<file path="src/rtl/spi_transaction_sequencer_if.sv">
// Handshake bundle between the SPI byte shifters, the image buffer and the network.
// The sequencer uses the slave view; the surrounding SPI/network logic uses the master view.
interface spi_transaction_sequencer_if #(
  parameter int ADDR_W = 10
);
  logic              SS;
  logic              rx_valid;
  logic [7:0]        rx_byte;
  logic              network_done;
  logic [3:0]        detected_digit;
  logic              cost_ready;
  logic [7:0]        cost_output;
  logic              pix_wr;
  logic [ADDR_W-1:0] pix_addr;
  logic [7:0]        pix_data;
  logic [9:0]        expected_label;
  logic              net_start;
  logic [7:0]        tx_byte;

  modport master (
    output SS, rx_valid, rx_byte, network_done, detected_digit, cost_ready, cost_output,
    input  pix_wr, pix_addr, pix_data, expected_label, net_start, tx_byte
  );

  modport slave (
    input  SS, rx_valid, rx_byte, network_done, detected_digit, cost_ready, cost_output,
    output pix_wr, pix_addr, pix_data, expected_label, net_start, tx_byte
  );
endinterface

</file>
<file path="src/rtl/spi_transaction_sequencer.sv">
// Command-level controller: decodes SPI command bytes, streams pixels into the image
// buffer, latches the expected label, starts the network and builds MISO responses.
module spi_transaction_sequencer #(
  parameter int NUM_PIXELS = 784,
  parameter int ADDR_W     = 10
) (
  input logic clk,
  input logic n_rst,
  spi_transaction_sequencer_if.slave bus
);

  localparam logic [1:0] WAIT_CMD = 2'd0;
  localparam logic [1:0] LOAD_PIX = 2'd1;
  localparam logic [1:0] LOAD_LBL = 2'd2;
  localparam logic [1:0] RESPOND  = 2'd3;

  localparam logic [7:0] CMD_LOAD_IMAGE  = 8'h01;
  localparam logic [7:0] CMD_LOAD_LABEL  = 8'h02;
  localparam logic [7:0] CMD_START       = 8'h03;
  localparam logic [7:0] CMD_READ_STATUS = 8'h04;
  localparam logic [7:0] CMD_READ_COST   = 8'h05;
  localparam logic [7:0] CMD_READ_DIGIT  = 8'h06;

  localparam logic [ADDR_W-1:0] LAST_PIX = ADDR_W'(NUM_PIXELS - 1);

  logic [1:0]        state_q, state_d;
  logic [7:0]        tx_q, tx_d;
  logic [ADDR_W-1:0] pix_cnt_q, pix_cnt_d;
  logic              pix_wr_q, pix_wr_d;
  logic [ADDR_W-1:0] pix_addr_q, pix_addr_d;
  logic [7:0]        pix_data_q, pix_data_d;
  logic [9:0]        label_q, label_d;
  logic              net_start_q, net_start_d;
  logic              busy_q, busy_d;
  logic              res_valid_q, res_valid_d;
  logic              cost_valid_q, cost_valid_d;
  logic              img_ok_q, img_ok_d;
  logic              err_q, err_d;
  logic [3:0]        digit_q, digit_d;
  logic [7:0]        cost_q, cost_d;

  always_comb begin
    state_d      = state_q;
    tx_d         = tx_q;
    pix_cnt_d    = pix_cnt_q;
    pix_wr_d     = 1'b0;
    pix_addr_d   = pix_addr_q;
    pix_data_d   = pix_data_q;
    label_d      = label_q;
    net_start_d  = 1'b0;
    busy_d       = busy_q;
    res_valid_d  = res_valid_q;
    cost_valid_d = cost_valid_q;
    img_ok_d     = img_ok_q;
    err_d        = err_q;
    digit_d      = digit_q;
    cost_d       = cost_q;

    // Network events land first so a START decoded in the same cycle sees busy already
    // released and its own clears of res_valid/cost_valid take precedence.
    if (bus.network_done) begin
      digit_d     = bus.detected_digit;
      res_valid_d = 1'b1;
      busy_d      = 1'b0;
    end
    if (bus.cost_ready) begin
      cost_d       = bus.cost_output;
      cost_valid_d = 1'b1;
    end

    if (bus.SS) begin
      state_d = WAIT_CMD;
      tx_d    = 8'hFF;
    end else if (bus.rx_valid) begin
      case (state_q)
        LOAD_PIX: begin
          pix_wr_d   = 1'b1;
          pix_addr_d = pix_cnt_q;
          pix_data_d = bus.rx_byte;
          if (pix_cnt_q == LAST_PIX) begin
            img_ok_d  = 1'b1;
            pix_cnt_d = '0;
            state_d   = WAIT_CMD;
          end else begin
            pix_cnt_d = pix_cnt_q + ADDR_W'(1);
          end
        end
        LOAD_LBL: begin
          if (bus.rx_byte <= 8'd9) begin
            label_d = 10'd1 << bus.rx_byte[3:0];
          end else begin
            label_d = '0;
            err_d   = 1'b1;
          end
          state_d = WAIT_CMD;
        end
        default: begin
          tx_d    = 8'hFF;
          state_d = WAIT_CMD;
          case (bus.rx_byte)
            CMD_LOAD_IMAGE: begin
              pix_cnt_d = '0;
              img_ok_d  = 1'b0;
              state_d   = LOAD_PIX;
            end
            CMD_LOAD_LABEL: state_d = LOAD_LBL;
            CMD_START: begin
              if (img_ok_q && !busy_d) begin
                net_start_d  = 1'b1;
                busy_d       = 1'b1;
                res_valid_d  = 1'b0;
                cost_valid_d = 1'b0;
              end else begin
                err_d = 1'b1;
              end
            end
            CMD_READ_STATUS: begin
              tx_d    = {busy_q, res_valid_q, cost_valid_q, img_ok_q, err_q, 3'b000};
              err_d   = 1'b0;
              state_d = RESPOND;
            end
            CMD_READ_COST: begin
              tx_d    = cost_valid_q ? cost_q : 8'hFF;
              state_d = RESPOND;
            end
            CMD_READ_DIGIT: begin
              tx_d    = res_valid_q ? {4'h0, digit_q} : 8'hFF;
              state_d = RESPOND;
            end
            default: err_d = 1'b1;
          endcase
        end
      endcase
    end
  end

  always_ff @(posedge clk or negedge n_rst) begin
    if (!n_rst) begin
      state_q      <= WAIT_CMD;
      tx_q         <= 8'hFF;
      pix_cnt_q    <= '0;
      pix_wr_q     <= 1'b0;
      pix_addr_q   <= '0;
      pix_data_q   <= '0;
      label_q      <= '0;
      net_start_q  <= 1'b0;
      busy_q       <= 1'b0;
      res_valid_q  <= 1'b0;
      cost_valid_q <= 1'b0;
      img_ok_q     <= 1'b0;
      err_q        <= 1'b0;
      digit_q      <= '0;
      cost_q       <= '0;
    end else begin
      state_q      <= state_d;
      tx_q         <= tx_d;
      pix_cnt_q    <= pix_cnt_d;
      pix_wr_q     <= pix_wr_d;
      pix_addr_q   <= pix_addr_d;
      pix_data_q   <= pix_data_d;
      label_q      <= label_d;
      net_start_q  <= net_start_d;
      busy_q       <= busy_d;
      res_valid_q  <= res_valid_d;
      cost_valid_q <= cost_valid_d;
      img_ok_q     <= img_ok_d;
      err_q        <= err_d;
      digit_q      <= digit_d;
      cost_q       <= cost_d;
    end
  end

  assign bus.tx_byte        = tx_q;
  assign bus.pix_wr         = pix_wr_q;
  assign bus.pix_addr       = pix_addr_q;
  assign bus.pix_data       = pix_data_q;
  assign bus.expected_label = label_q;
  assign bus.net_start      = net_start_q;

endmodule

</file>
<file path="src/flat_wrapper.sv">
// flat-port wrapper written by rule: the top's interface ports become plain ports
module spi_transaction_sequencer_flat 
#(
  parameter int NUM_PIXELS = 784,
  parameter int ADDR_W     = 10
)
  (clk, n_rst, bus_SS, bus_rx_valid, bus_rx_byte, bus_network_done, bus_detected_digit, bus_cost_ready, bus_cost_output, bus_pix_wr, bus_pix_addr, bus_pix_data, bus_expected_label, bus_net_start, bus_tx_byte);
  spi_transaction_sequencer_if #(.ADDR_W(ADDR_W)) bus_i ();
  input logic clk;
  input logic n_rst;
  input wire logic [$bits(bus_i.SS)-1:0] bus_SS;
  input wire logic [$bits(bus_i.rx_valid)-1:0] bus_rx_valid;
  input wire logic [$bits(bus_i.rx_byte)-1:0] bus_rx_byte;
  input wire logic [$bits(bus_i.network_done)-1:0] bus_network_done;
  input wire logic [$bits(bus_i.detected_digit)-1:0] bus_detected_digit;
  input wire logic [$bits(bus_i.cost_ready)-1:0] bus_cost_ready;
  input wire logic [$bits(bus_i.cost_output)-1:0] bus_cost_output;
  output wire logic [$bits(bus_i.pix_wr)-1:0] bus_pix_wr;
  output wire logic [$bits(bus_i.pix_addr)-1:0] bus_pix_addr;
  output wire logic [$bits(bus_i.pix_data)-1:0] bus_pix_data;
  output wire logic [$bits(bus_i.expected_label)-1:0] bus_expected_label;
  output wire logic [$bits(bus_i.net_start)-1:0] bus_net_start;
  output wire logic [$bits(bus_i.tx_byte)-1:0] bus_tx_byte;
  assign bus_i.SS = bus_SS;
  assign bus_i.rx_valid = bus_rx_valid;
  assign bus_i.rx_byte = bus_rx_byte;
  assign bus_i.network_done = bus_network_done;
  assign bus_i.detected_digit = bus_detected_digit;
  assign bus_i.cost_ready = bus_cost_ready;
  assign bus_i.cost_output = bus_cost_output;
  assign bus_pix_wr = bus_i.pix_wr;
  assign bus_pix_addr = bus_i.pix_addr;
  assign bus_pix_data = bus_i.pix_data;
  assign bus_expected_label = bus_i.expected_label;
  assign bus_net_start = bus_i.net_start;
  assign bus_tx_byte = bus_i.tx_byte;
  spi_transaction_sequencer #(.NUM_PIXELS(NUM_PIXELS), .ADDR_W(ADDR_W)) u_core (.clk(clk), .n_rst(n_rst), .bus(bus_i));
endmodule
</file>
<file path="config.mk">
export PLATFORM = sky130hd
export DESIGN_NAME = spi_transaction_sequencer_flat
export DESIGN_NICKNAME = d
export VERILOG_FILES = /design/src/rtl/spi_transaction_sequencer_if.sv /design/src/rtl/spi_transaction_sequencer.sv /design/src/flat_wrapper.sv
export SDC_FILE = /design/constraint.sdc
export NUM_CORES = 1
export LEC_CHECK = 0
export BUFFER_PORTS_ARGS = -buffer_cell sky130_fd_sc_hd__buf_4
export CORE_ASPECT_RATIO = 1.75
export CORE_MARGIN = 2
export CORE_UTILIZATION = 25
export DETAILED_ROUTE_END_ITERATION = 7
export SKIP_CTS_REPAIR_TIMING = 1
export SYNTH_ARGS = -nofsm -noshare
export SYNTH_HDL_FRONTEND = slang
export SYNTH_SLANG_ARGS = --single-unit
</file>
<file path="constraint.sdc">
create_clock -name clk -period 2.6 [get_ports clk]
set_input_delay 0.52 -clock clk [delete_from_list [all_inputs] [get_ports clk]]
set_output_delay 0.52 -clock clk [all_outputs]
set_load 0.005 [all_outputs]
</file>
# Yosys cells after proc, flatten, opt, wreduce, memory -nomap -nowiden
# Index checks and enable logic that the tools add are counted.
dict set report classes {
  add_sub_neg 1
  magnitude_cmp 1
  n_eq_ne 15
  shift 1
  mux 48
  bitwise_logic 3
  n_reduce_logical 14
}
# op n
set ops {}
lappend ops {{two-way mux 8 bit} 5}
lappend ops {{two-way mux 1 bit} 30}
lappend ops {{two-way mux 10 bit} 3}
lappend ops {{== test 8 x 3 -> 1 bit (second input constant)} 3}
lappend ops {{case mux 8 bit (3 select lines)} 1}
lappend ops {{case mux 10 bit (2 select lines)} 1}
lappend ops {{== test 8 x 2 -> 1 bit (second input constant)} 2}
lappend ops {{adder 10 x 1 -> 10 bit (second input constant)} 1}
lappend ops {{== test 10 bit (second input constant)} 1}
lappend ops {{left shift 1 x 4 -> 10 bit (first input constant)} 1}
lappend ops {{== test 8 x 1 -> 1 bit (second input constant)} 1}
lappend ops {{<= comparator 8 x 4 -> 1 bit (second input constant)} 1}
lappend ops {{two-way mux 2 bit} 3}
lappend ops {{inequality test 2 x 1 -> 1 bit (second input constant)} 3}
lappend ops {{case mux 2 bit (3 select lines)} 1}
lappend ops {{AND reduction 3 bit} 2}
lappend ops {{AND reduction 6 bit} 1}
lappend ops {{AND reduction 5 bit} 1}
lappend ops {{case mux 1 bit (2 select lines)} 2}
lappend ops {{case mux 2 bit (2 select lines)} 1}
lappend ops {{AND reduction 2 bit} 2}
lappend ops {{AND reduction 4 bit} 1}
lappend ops {{nonzero test 2 bit} 2}
lappend ops {{OR reduction 4 bit} 1}
lappend ops {{other kinds (11)} 13}
dict set report word_totals {
  ff_bits 67
  input_bits 26
  out_inout_bits 38
  wordCells 98
}

# Depth between registers and ports, before layout
dict set report depth {
  depth_word 8
  mapped_depth 7
  depth_no_buf 6
}

# Worst setup path after synthesis
# No wires, ideal clock.
dict set report synth_path {
  path_kind {input-to-reg}
  from {input port bus_rx_byte[7]}
  to {register u_core.tx_q[0], in the netlist u_core.bus.tx_byte[0]}
  setup_time_ns 0.090
  arrival_ns 1.803
  t_required_ns 2.510
  setup_slack_ns 0.707
  cell_stages 4
  n_path_buf 0
  path_cell_list {or4_4 > a211o_1 > a2111oi_0 > o21ai_1}
}
dict set report synth_via {
  elab_chain_cells 5
  elab_cells_between_ends 7
  cone_classes {eq/ne: 3; mux: 4}
}
# item line_no
set synth_lines {}
lappend synth_lines {{start: declaration} flat_wrapper.sv:13} ;# input wire logic [$bits(bus_i.rx_byte)-1:0] bus_rx_byte;
lappend synth_lines {{== test 8 x 3 -> 1 bit} spi_transaction_sequencer.sv:100} ;# case (bus.rx_byte)
lappend synth_lines {{case mux 8 bit (3 select lines) (*)} spi_transaction_sequencer.sv:100}
lappend synth_lines {{two-way mux 8 bit (*)} spi_transaction_sequencer.sv:75} ;# case (state_q)
lappend synth_lines {{two-way mux 8 bit (*)} spi_transaction_sequencer.sv:74} ;# end else if (bus.rx_valid) begin
lappend synth_lines {{two-way mux 8 bit (*)} spi_transaction_sequencer.sv:71} ;# if (bus.SS) begin
lappend synth_lines {{end signal: assignment} spi_transaction_sequencer.sv:156} ;# tx_q <= tx_d;
lappend synth_lines {{end: declaration} spi_transaction_sequencer.sv:27} ;# logic [7:0] tx_q, tx_d;
# Every way passes the cells marked *; elsewhere a longest branch is shown, timed or not. The select of a mux whose other input is x is not followed.
# A chain may end at the register's enable or synchronous reset.

# Worst setup path in the final report
dict set report layout_path {
  from {input port bus_rx_byte[7]}
  to {register u_core.tx_q[1], in the netlist u_core.bus.tx_byte[1]}
}
# Same word-level chain as after synthesis.

==> results.ini <==
[critical_path]
critPathBufInv = 1
slowest_stage = or4_4
path_max_fanout = 5
cp_num_cells = 5
critPathKind = input pin to flop
required_ns = 2.85
path_cells = buf_4 > or4_4 > a211o_1 > a2111oi_0 > o21ai_1
endpoint_kind = flop
cpLargestDelayFamily = compound AO/OA/AOI/OAI gates
arrival_ns = 2.18
worstRegToRegCells = 6
max_stage_delay_ns = 0.57
cp-start-kind = input pin

[cts]
cts_buffers = 9
clk_pin_slew_ns = 0.06
cts_tree = yes
clock-sinks = 67
clk_path_buf_depth = 2
root_buffer = clkbuf_16
insertion_delay_ns = 0.34
htree_levels = 3

[logic_synthesis]
synthesis.area_um2 = 3090
yosysMostFrequentCell = dfrtp_1
yosys_warnings = 0
synth_commonest_cells = dfrtp_1, nand2_1, mux2_2
yosys.area_share.simple_pct = 17.0
synth_nets = 311
post-synth-top-area-cell = dfrtp_1
yosys_register_bits = 67
netlist_instances = 282
synthAdderAreaFrac_pct = 1.21
synth_xor_area_share_pct = 0
synth_top_family_by_area = simple AND/OR/NAND/NOR gates
yosysTopAreaCellShare_pct = 47.7
synthTopCellsByArea = dfrtp_1, mux2_2, dfstp_2, nand2_1, o21ai_0
synth_ff_type = dfrtp_1
muxShareOfSynthArea_pct = 12.2
async_reset_ff_share_pct = 100
yosysSeqAreaShare_pct = 54.5
postSynthAreaPerCell_um2 = 11.0
synth-compound-area-share_pct = 12.7
synth_cell_types = 44
synth-edff-count = 0

[place]
place.gp.congestion = 0.843
portBuffers = 63
placed_cells = 506
post-place-ws_ns = 0.370
dp.final_hpwl_mm = 5.90

[sta]
max_freq_mhz = 518
rsz0062_at_grt = false
slew_headroom_pct = 42.6
finalWorstSetupSlack_ns = 0.670
whs_ns = 0.301
setup_viol = 0
setup_tns_ns = 0
maxSlewViolCount = 0
clock_skew_ns = 0.00658
worstMarginPinSlew_ns = 0.860
fin_crit_sh_pct = 74.2
period_minus_slack_ns = 1.93
final-hold-violation-count = 0

[floorplan]
rows = 53
die_w_um = 88.1
fp.dieH_um = 151
pin_count = 64
dieArea_um2 = 13300
coreArea_um2 = 12100
initial_core_util_pct = 25.6

[worst_hold_path]
hp-class = input pin to async pin

[flow_run]
drv_cap = 0

[layout]
drive_gt1_share_pct = 37.0
area_delta_synth_final_pct = 31.7
fin_cells = 522
n_antenna_cell = 0
layout.nets = 381

[detailed_routing]
ant_nets = 0
post-route-drc-count = 0
vias_per_cell = 4.77
drt-pass1-iter-count = 4
drt_wl_total_mm = 8.03
drt_iter0_markers = 70
wl_per_cell_um = 15.4
num_vias = 2489

[global_routing]
overflow = 0
grt_usage_pct = 13.2
grt_pass1_vias = 2588
grt_max_degree = 68
antenna_found_initial = 0
grt_pass1_wl_mm = 13.1

[pwr]
peakVddDrop_mv = 0.362
powerDensity_nw_per_um2 = 589
p_leak_nw = 1.81

[run_status]
outcome = complete, no violations

[cells in the final DEF (no fill, tap or decap), types with 2 or more instances in the layout]
cell | Yosys | layout
a2111oi_0 | 3 | 3
a21bo_2 | 2 | 2
a21oi_1 | 11 | 11
a31oi_1 | 5 | 5
and3_1 | 4 | 4
buf_4 | 0 | 70
clkbuf_16 | 0 | 9
clkbuf_8 | 0 | 2
clkinv_4 | 0 | 2
clkinvlp_4 | 0 | 2
dfrtp_1 | 59 | 59
dfstp_2 | 8 | 8
ha_1 | 3 | 3
inv_1 | 8 | 8
mux2_2 | 30 | 30
mux2i_1 | 4 | 4
nand2_1 | 32 | 32
nand2b_1 | 4 | 4
nand3_1 | 5 | 5
nand3b_1 | 2 | 2
nand4_1 | 4 | 4
nor2_1 | 15 | 15
nor2b_1 | 5 | 5
nor3_1 | 6 | 6
nor3b_1 | 2 | 2
nor4_1 | 2 | 2
o21a_1 | 3 | 3
o21ai_0 | 20 | 20
o21ai_1 | 3 | 3
o31ai_1 | 7 | 7
o41ai_1 | 2 | 2
or3_1 | 2 | 2
or4_1 | 5 | 5
[metal layers]
metal / track usage (%) / routed length, um / vias up
li1: - / - / 1173
met1: 14.1 / 3030 / 1242
met2: 23.3 / 4470 / 57
met3: 2.89 / 290 / 17
met4: 7.50 / 233 / 0
met5: 0 / 0 / -
[layout make-up]
class	count	area [um^2]
repair buffers	70	526
fillers	1265	7990
well taps	165	206
clock inverters	5	37.5
multi-input cells	196	1340
inverters	8	30.0
clock buffers	11	253
flip-flops and latches	67	1690
[per-stage QoR]
stage | power, mW | instance area (um^2) | util, %
after floorplan | 1.16 | 3090 | -
after global placement | 1.25 | 3780 | 31.4
after detailed placement | 1.25 | 3780 | 31.4
after CTS | 2.44 | 4080 | 33.8
after global routing | 2.49 | 4080 | 33.8
final | 2.40 | 4080 | 33.8
[where the power goes]
| group | switching [mW] | total (mW) | internal [mW] |
|---|---|---|---|
| clock | 0.469 | 1.17 | 0.698 |
| combinational | 0.0831 | 0.151 | 0.0678 |
| sequential | 0.0141 | 1.08 | 1.07 |
| total | 0.566 | 2.40 | 1.83 |
[sequential cells by signal, summed over array words and instances (netlist names), 2 cells and up]
| name | cells |
|---|---|
| u_core.bus.expected_label | 10 |
| u_core.bus.pix_addr | 10 |
| u_core.pix_cnt_q | 10 |
| u_core.bus.pix_data | 8 |
| u_core.bus.tx_byte | 8 |
| u_core.cost_q | 8 |
| u_core.digit_q | 4 |
| u_core.state_q | 2 |
[cell families (layout without fill, tap and decap cells)]
kind of cell / after synthesis / count (layout)
compound gates: 62 / 62
simple gates: 97 / 97
fa+ha+maj: 3 / 3
buf+inv: 19 / 94
mux: 34 / 34
flops: 67 / 67
[path summary, 6_finish.rpt]
| path | slack (ns) | start | endpoint |
|---|---|---|---|
| max reg2reg | 0.69 | u_core.state_q[0] | u_core.pix_cnt_q[7] |
| min in group clk | 0.40 | bus_cost_output[6] | u_core.cost_q[6] |
| min | 0.30 | n_rst | u_core.bus.pix_data[5] |
| max | 0.67 | bus_rx_byte[7] | u_core.bus.tx_byte[1] |
| max in group asynchronous | 1.74 | n_rst | u_core.res_valid_q |
| min reg2reg | 0.48 | u_core.bus.expected_label[6] | u_core.bus.expected_label[6] |
Note: power is estimated with default switching activity, not from simulation.
